[config.mk]
export PLATFORM = sky130hd
export DESIGN_NAME = iomem_dma
export DESIGN_NICKNAME = d
export VERILOG_FILES = /design/src/rtl/iomem_dma.sv
export SDC_FILE = /design/constraint.sdc
export NUM_CORES = 1
export LEC_CHECK = 0
export BUFFER_PORTS_ARGS = -buffer_cell sky130_fd_sc_hd__buf_4
export CAP_MARGIN = 20
export CORE_MARGIN = 8
export CORE_UTILIZATION = 55
export DETAILED_ROUTE_END_ITERATION = 10
export PLACE_DENSITY_LB_ADDON = 0.2
export SLEW_MARGIN = 10
export SYNTH_ARGS = -nofsm -noshare
export SYNTH_HDL_FRONTEND = slang
export SYNTH_SLANG_ARGS = --single-unit
[constraint.sdc]
create_clock -name clk -period 2.6 [get_ports clk]
set_clock_uncertainty 0.05 [all_clocks]
set_input_delay 0.26 -clock clk [delete_from_list [all_inputs] [get_ports clk]]
set_output_delay 0.26 -clock clk [all_outputs]
set_load 0.01 [all_outputs]
[src/rtl/iomem_dma.sv]
// Word-copy DMA engine for the PicoSoC iomem bus: a responder port holds the
// SRC/DST/COUNT/CTRL registers, an initiator port streams words from SRC to DST.
module iomem_dma #(
  parameter int          CNT_W     = 16,
  parameter logic [31:0] SRC_RESET = 32'h0,
  parameter logic [31:0] DST_RESET = 32'h0500_0000
) (
  input  logic        clk,
  input  logic        resetn,
  input  logic        iomem_valid,
  output logic        iomem_ready,
  input  logic [3:0]  iomem_wstrb,
  input  logic [31:0] iomem_addr,
  input  logic [31:0] iomem_wdata,
  output logic [31:0] iomem_rdata,
  output logic        m_valid,
  input  logic        m_ready,
  output logic [3:0]  m_wstrb,
  output logic [31:0] m_addr,
  output logic [31:0] m_wdata,
  input  logic [31:0] m_rdata,
  output logic        irq
);

  typedef enum logic [2:0] {S_IDLE, S_RD, S_GAP_R, S_WR, S_GAP_W} state_t;

  state_t           state_q, state_d;
  logic [31:0]      src_q, dst_q, cur_src_q, cur_dst_q, buf_q;
  // COUNT doubles as the remaining-word counter, so readback always shows what is left.
  logic [CNT_W-1:0] count_q;
  logic             src_inc_q, dst_inc_q, done_q, abort_q, zero_done_q;

  logic        busy, cfg_acc, cfg_wr, ctrl_wr;
  logic        start, done_clr, abort_req;
  logic        rd_hs, wr_hs, finish;
  logic [1:0]  sel;
  logic [31:0] rd_mux, count_ext, count_merged;
  logic        unused_bits;

  function automatic logic [31:0] merge_bytes(input logic [31:0] cur,
                                              input logic [31:0] wd,
                                              input logic [3:0]  st);
    logic [31:0] r;
    r = cur;
    for (int b = 0; b < 4; b++)
      if (st[b]) r[8*b +: 8] = wd[8*b +: 8];
    return r;
  endfunction

  assign busy      = (state_q != S_IDLE);
  assign sel       = iomem_addr[3:2];
  // Gating on !iomem_ready keeps ready a single-cycle pulse with a low cycle after it.
  assign cfg_acc   = iomem_valid && !iomem_ready;
  assign cfg_wr    = cfg_acc && (iomem_wstrb != 4'h0);
  assign ctrl_wr   = cfg_wr && (sel == 2'd3) && iomem_wstrb[0];
  assign start     = ctrl_wr && iomem_wdata[0] && !busy;
  assign done_clr  = ctrl_wr && iomem_wdata[1];
  assign abort_req = ctrl_wr && iomem_wdata[4] && busy;

  assign count_ext    = 32'(count_q);
  assign count_merged = merge_bytes(count_ext, iomem_wdata, iomem_wstrb);
  assign unused_bits  = ^{iomem_addr[31:4], iomem_addr[1:0], count_merged};

  always_comb begin
    case (sel)
      2'd0:    rd_mux = src_q;
      2'd1:    rd_mux = dst_q;
      2'd2:    rd_mux = count_ext;
      default: rd_mux = {28'h0, dst_inc_q, src_inc_q, done_q, busy};
    endcase
  end

  // NOTE: every output of this block gets a default first so no path can infer a latch.
  always_comb begin
    state_d = state_q;
    m_valid = 1'b0;
    m_wstrb = 4'h0;
    m_addr  = 32'h0;
    m_wdata = 32'h0;
    rd_hs   = 1'b0;
    wr_hs   = 1'b0;
    finish  = 1'b0;
    case (state_q)
      S_IDLE: if (start && (count_q != '0)) state_d = S_RD;
      S_RD: begin
        m_valid = 1'b1;
        m_addr  = {cur_src_q[31:2], 2'b00};
        if (m_ready) begin
          rd_hs = 1'b1;
          // A pending abort drops the write that would follow this read.
          if (abort_q) begin
            state_d = S_IDLE;
            finish  = 1'b1;
          end else begin
            state_d = S_GAP_R;
          end
        end
      end
      S_GAP_R: begin
        if (abort_q) begin
          state_d = S_IDLE;
          finish  = 1'b1;
        end else begin
          state_d = S_WR;
        end
      end
      S_WR: begin
        m_valid = 1'b1;
        m_wstrb = 4'hF;
        m_addr  = {cur_dst_q[31:2], 2'b00};
        m_wdata = buf_q;
        if (m_ready) begin
          wr_hs   = 1'b1;
          state_d = S_GAP_W;
        end
      end
      S_GAP_W: begin
        if ((count_q == '0) || abort_q) begin
          state_d = S_IDLE;
          finish  = 1'b1;
        end else begin
          state_d = S_RD;
        end
      end
      default: state_d = S_IDLE;
    endcase
  end

  // NOTE: all state, including the data buffer, uses non-blocking assignments and is reset,
  // so an interrupted beat leaves nothing stale behind.
  always_ff @(posedge clk) begin
    if (!resetn) begin
      state_q     <= S_IDLE;
      iomem_ready <= 1'b0;
      iomem_rdata <= 32'h0;
      src_q       <= SRC_RESET;
      dst_q       <= DST_RESET;
      count_q     <= '0;
      cur_src_q   <= 32'h0;
      cur_dst_q   <= 32'h0;
      buf_q       <= 32'h0;
      src_inc_q   <= 1'b0;
      dst_inc_q   <= 1'b0;
      done_q      <= 1'b0;
      abort_q     <= 1'b0;
      zero_done_q <= 1'b0;
    end else begin
      state_q     <= state_d;
      iomem_ready <= cfg_acc;
      if (cfg_acc) iomem_rdata <= rd_mux;

      if (cfg_wr && !busy) begin
        case (sel)
          2'd0: src_q   <= merge_bytes(src_q, iomem_wdata, iomem_wstrb);
          2'd1: dst_q   <= merge_bytes(dst_q, iomem_wdata, iomem_wstrb);
          2'd2: count_q <= count_merged[CNT_W-1:0];
          default: begin
            if (iomem_wstrb[0]) begin
              src_inc_q <= iomem_wdata[2];
              dst_inc_q <= iomem_wdata[3];
            end
          end
        endcase
      end else if (wr_hs) begin
        count_q <= count_q - CNT_W'(1);
      end

      if (start) begin
        cur_src_q <= src_q;
        cur_dst_q <= dst_q;
      end else if (wr_hs) begin
        if (src_inc_q) cur_src_q <= cur_src_q + 32'd4;
        if (dst_inc_q) cur_dst_q <= cur_dst_q + 32'd4;
      end

      if (rd_hs) buf_q <= m_rdata;

      zero_done_q <= start && (count_q == '0);

      // Completion beats a simultaneous DONE_CLR.
      if (finish || zero_done_q)   done_q <= 1'b1;
      else if (start || done_clr)  done_q <= 1'b0;

      if (state_d == S_IDLE) abort_q <= 1'b0;
      else if (abort_req)    abort_q <= 1'b1;
    end
  end

  assign irq = done_q;

endmodule
==> flow_metrics.tcl <==
set metrics [dict create \
    hpwl_mm 23.84 \
    whs_path_depth 3 \
    yosys_warnings 0 \
    die_area_um2 23900 \
    clock-sinks 213 \
    antenna_found_initial 0 \
    cts_root_buf "clkbuf_16" \
    worst_pin_slew_ns 1.094 \
    cp.arrival_ns 2.16 \
    drt_iter0_drc 1085 \
    hold_class "input port to flop" \
    synthesis.area_um2 10570 \
    critical_path.most_common_cell "buf_6" \
    ant_nets 0 \
    synth_top_area_share 0.4036 \
    synth-seq-cells 213 \
    cts_buffers 23 \
    synth_cell_type_count 67 \
    fmax_ghz 0.4055 \
    rows 50 \
    postSynthAreaPerCell_um2 7.885 \
    critPathCaptureType "output pin" \
    die_w_um 154.6 \
    fin_util 0.7194 \
    netlist_instances 1340 \
    r2r_start "state_q[2]" \
    finalCriticalPeriod_ns 2.466 \
    drc 0 \
    rrSetupSlack_ns 0.37 \
    start_util 0.5630 \
    syn_to_final_growth_pct 27.78 \
    first_global_vias 10380 \
    cellPowerDensity_nw_per_um2 550.3 \
    rsz0062_at_grt "false" \
    track_usage 0.2765 \
    async_flop_share 0 \
    rr_endpoint "cur_dst_q[17]" \
    synth_top_area_cell "dfxtp_1" \
    wl_mm 34.16 \
    synth.most_common_cell "dfxtp_1" \
    whs_endpoint "dst_q[0]" \
    grt_pass1_wl_mm 54.86 \
    r2r_cells 5 \
    critPathSlowestCell "dfxtp_2" \
    dr.pass1.iters 5 \
    clk_latency_ns 0.50 \
    yosysSeqAreaShare 0.4036 \
    io_pins 207 \
    port_buffers 174 \
    cts.clk_slew.worst_paths_ns 0.06 \
    status "completed" \
    maxCapViolCount 0 \
    crit_start "state_q[0]" \
    tritoncts "done" \
    gp_congestion 0.9173 \
    vias_per_cell 6.120 \
    critPathLaunchType "flop" \
    worstPathCellList "or2b_1, buf_6, inv_1, buf_6, and2_1, buf_4" \
    num_vias 11000 \
    worstPathMaxFanout 35 \
    design.core.area_um2 18770 \
    critPathRequiredTime_ns 2.29 \
    finalHoldViolCount 0 \
    wl_per_cell_um 19.00 \
    ir_drop_mv 0.5177 \
    slew_headroom 0.2677 \
    num-nets-final 1655 \
    worst_path_largest_cell_delay_ns 0.48 \
    fin_crit_sh 0.9485 \
    clock_path_buffers 3 \
    synth.top_cells.by_area "dfxtp_1 40%, nand2_1 7.5%, a21oi_1 7.3%" \
    slew_violations 0 \
    h-tree-depth 1 \
    postCtsSetupBuffers 0 \
    power_leakage_nw 5.232 \
    ys_top_cells_by_count "213 x dfxtp_1, 210 x nand2_1, 154 x a21oi_1" \
    synth_ff_type "dfxtp_1" \
    setup_viol 0 \
    drive_above_1_share 0.1963 \
    grt_max_degree 51 \
    tns_ns 0 \
    worstHoldStart "iomem_wdata[0]" \
    die_y_um 154.6 \
    critPathKind "flop to output pin" \
    antenna_cells 0 \
    overflow 0 \
    synth_edf_count 0 \
]
flip-flops by register name, summed over array words and instances (netlist names), 3 cells and up:
signal	count
src_q	32
cur_dst_q	30
iomem_rdata	32
cur_src_q	30
state_q	3
count_q	16
dst_q	32
buf_q	32
routing by layer:
metal / part of all wire / wire (um) / up-vias / global-route usage
met4: 0.030 / 1011 / 0 / 0.1022
li1: - / - / 5214 / -
met2: 0.45 / 15200 / 598 / 0.4364
met1: 0.43 / 14770 / 5113 / 0.3697
met3: 0.093 / 3178 / 78 / 0.05183
met5: 0 / 0 / - / 0
cell families (layout without fill, tap and decap cells):
family                     Yosys count  after routing  synth area share
AOI/OAI and AO/OA                  314            314            0.1798
xor gates and xnor gates            23             23           0.01906
adders and majority gates            3              3          0.003553
buffers and inverters              116            339           0.04926
DFF                                213            213            0.4036
muxes                               73             73           0.07626
other                                1              2         0.0003549
and+or+nand+nor                    597            597            0.2682
layout make-up:
cell class              count  area [um2]
clock inverters             7       42.54
flip-flops and latches    213        4267
well taps                 234       292.8
inverters                  13       51.30
fillers                  1474        5266
clock buffers              34       706.9
multi-input cells        1012        5791
repair buffers            285        2351
worst max-delay path by stage:
stage                          to  slack [ns]  cells after the start
global route           m_wstrb[0]       0.008                      6
detailed placement  cur_dst_q[17]        0.28                      5
finish                 m_wstrb[1]        0.13                      6
global placement        buf_q[24]        0.32                      4
CTS                    m_wstrb[1]        0.03                      6
floorplan           cur_dst_q[17]        0.52                      6
worst max-delay path: cells and delay by family (launching register included):
| kind | cells | cell delay [ns] |
|---|---|---|
| buf+inv | 4 | 0.63 |
| simple gates | 2 | 0.52 |
| flops | 1 | 0.48 |
cells in the final DEF (no fill, tap or decap), drive strengths merged, types with 17 or more instances in the layout:
cell type,instances
nor2,132
a21oi,154
a31oi,23
dlygate4sd3,62
mux2i,49
nand4,31
mux2,20
o21ai,38
nand3,102
nor4,17
xor2,17
buf,223
clkbuf,34
dfxtp,213
nand2,210
and3,47
a22oi,21
a211oi,25
power by group:
group,switching [mW],internal (mW)
clock network,1.33,1.88
logic,0.473,0.352
registers,0.0676,3.33
total,1.87,5.56
timing repair:
action                     in CTS  in global routing
hold buffers                   62                  0
setup endpoints to repair      36                 36
hold endpoints to repair       91                  0
gates resized for setup         1                  2
through the flow:
step	setup WS [ns]	instance area [um2]	power (mW)	cells	hold WS, ns
6_report	0.1338	13500	7.430	1798	0.01224
5_1_grt	0.008484	13500	7.669	1798	0.02609
4_1_cts	0.03337	13490	7.440	1798	0.00006789
3_5_place_dp	0.2829	12120	4.193	1695	0.3927
3_3_place_gp	0.3188	12100	4.179	1693	0.3872
2_1_floorplan	0.5232	10570	3.903	1341	0.3460
No activity file was read; power rests on OpenSTA's default activity.
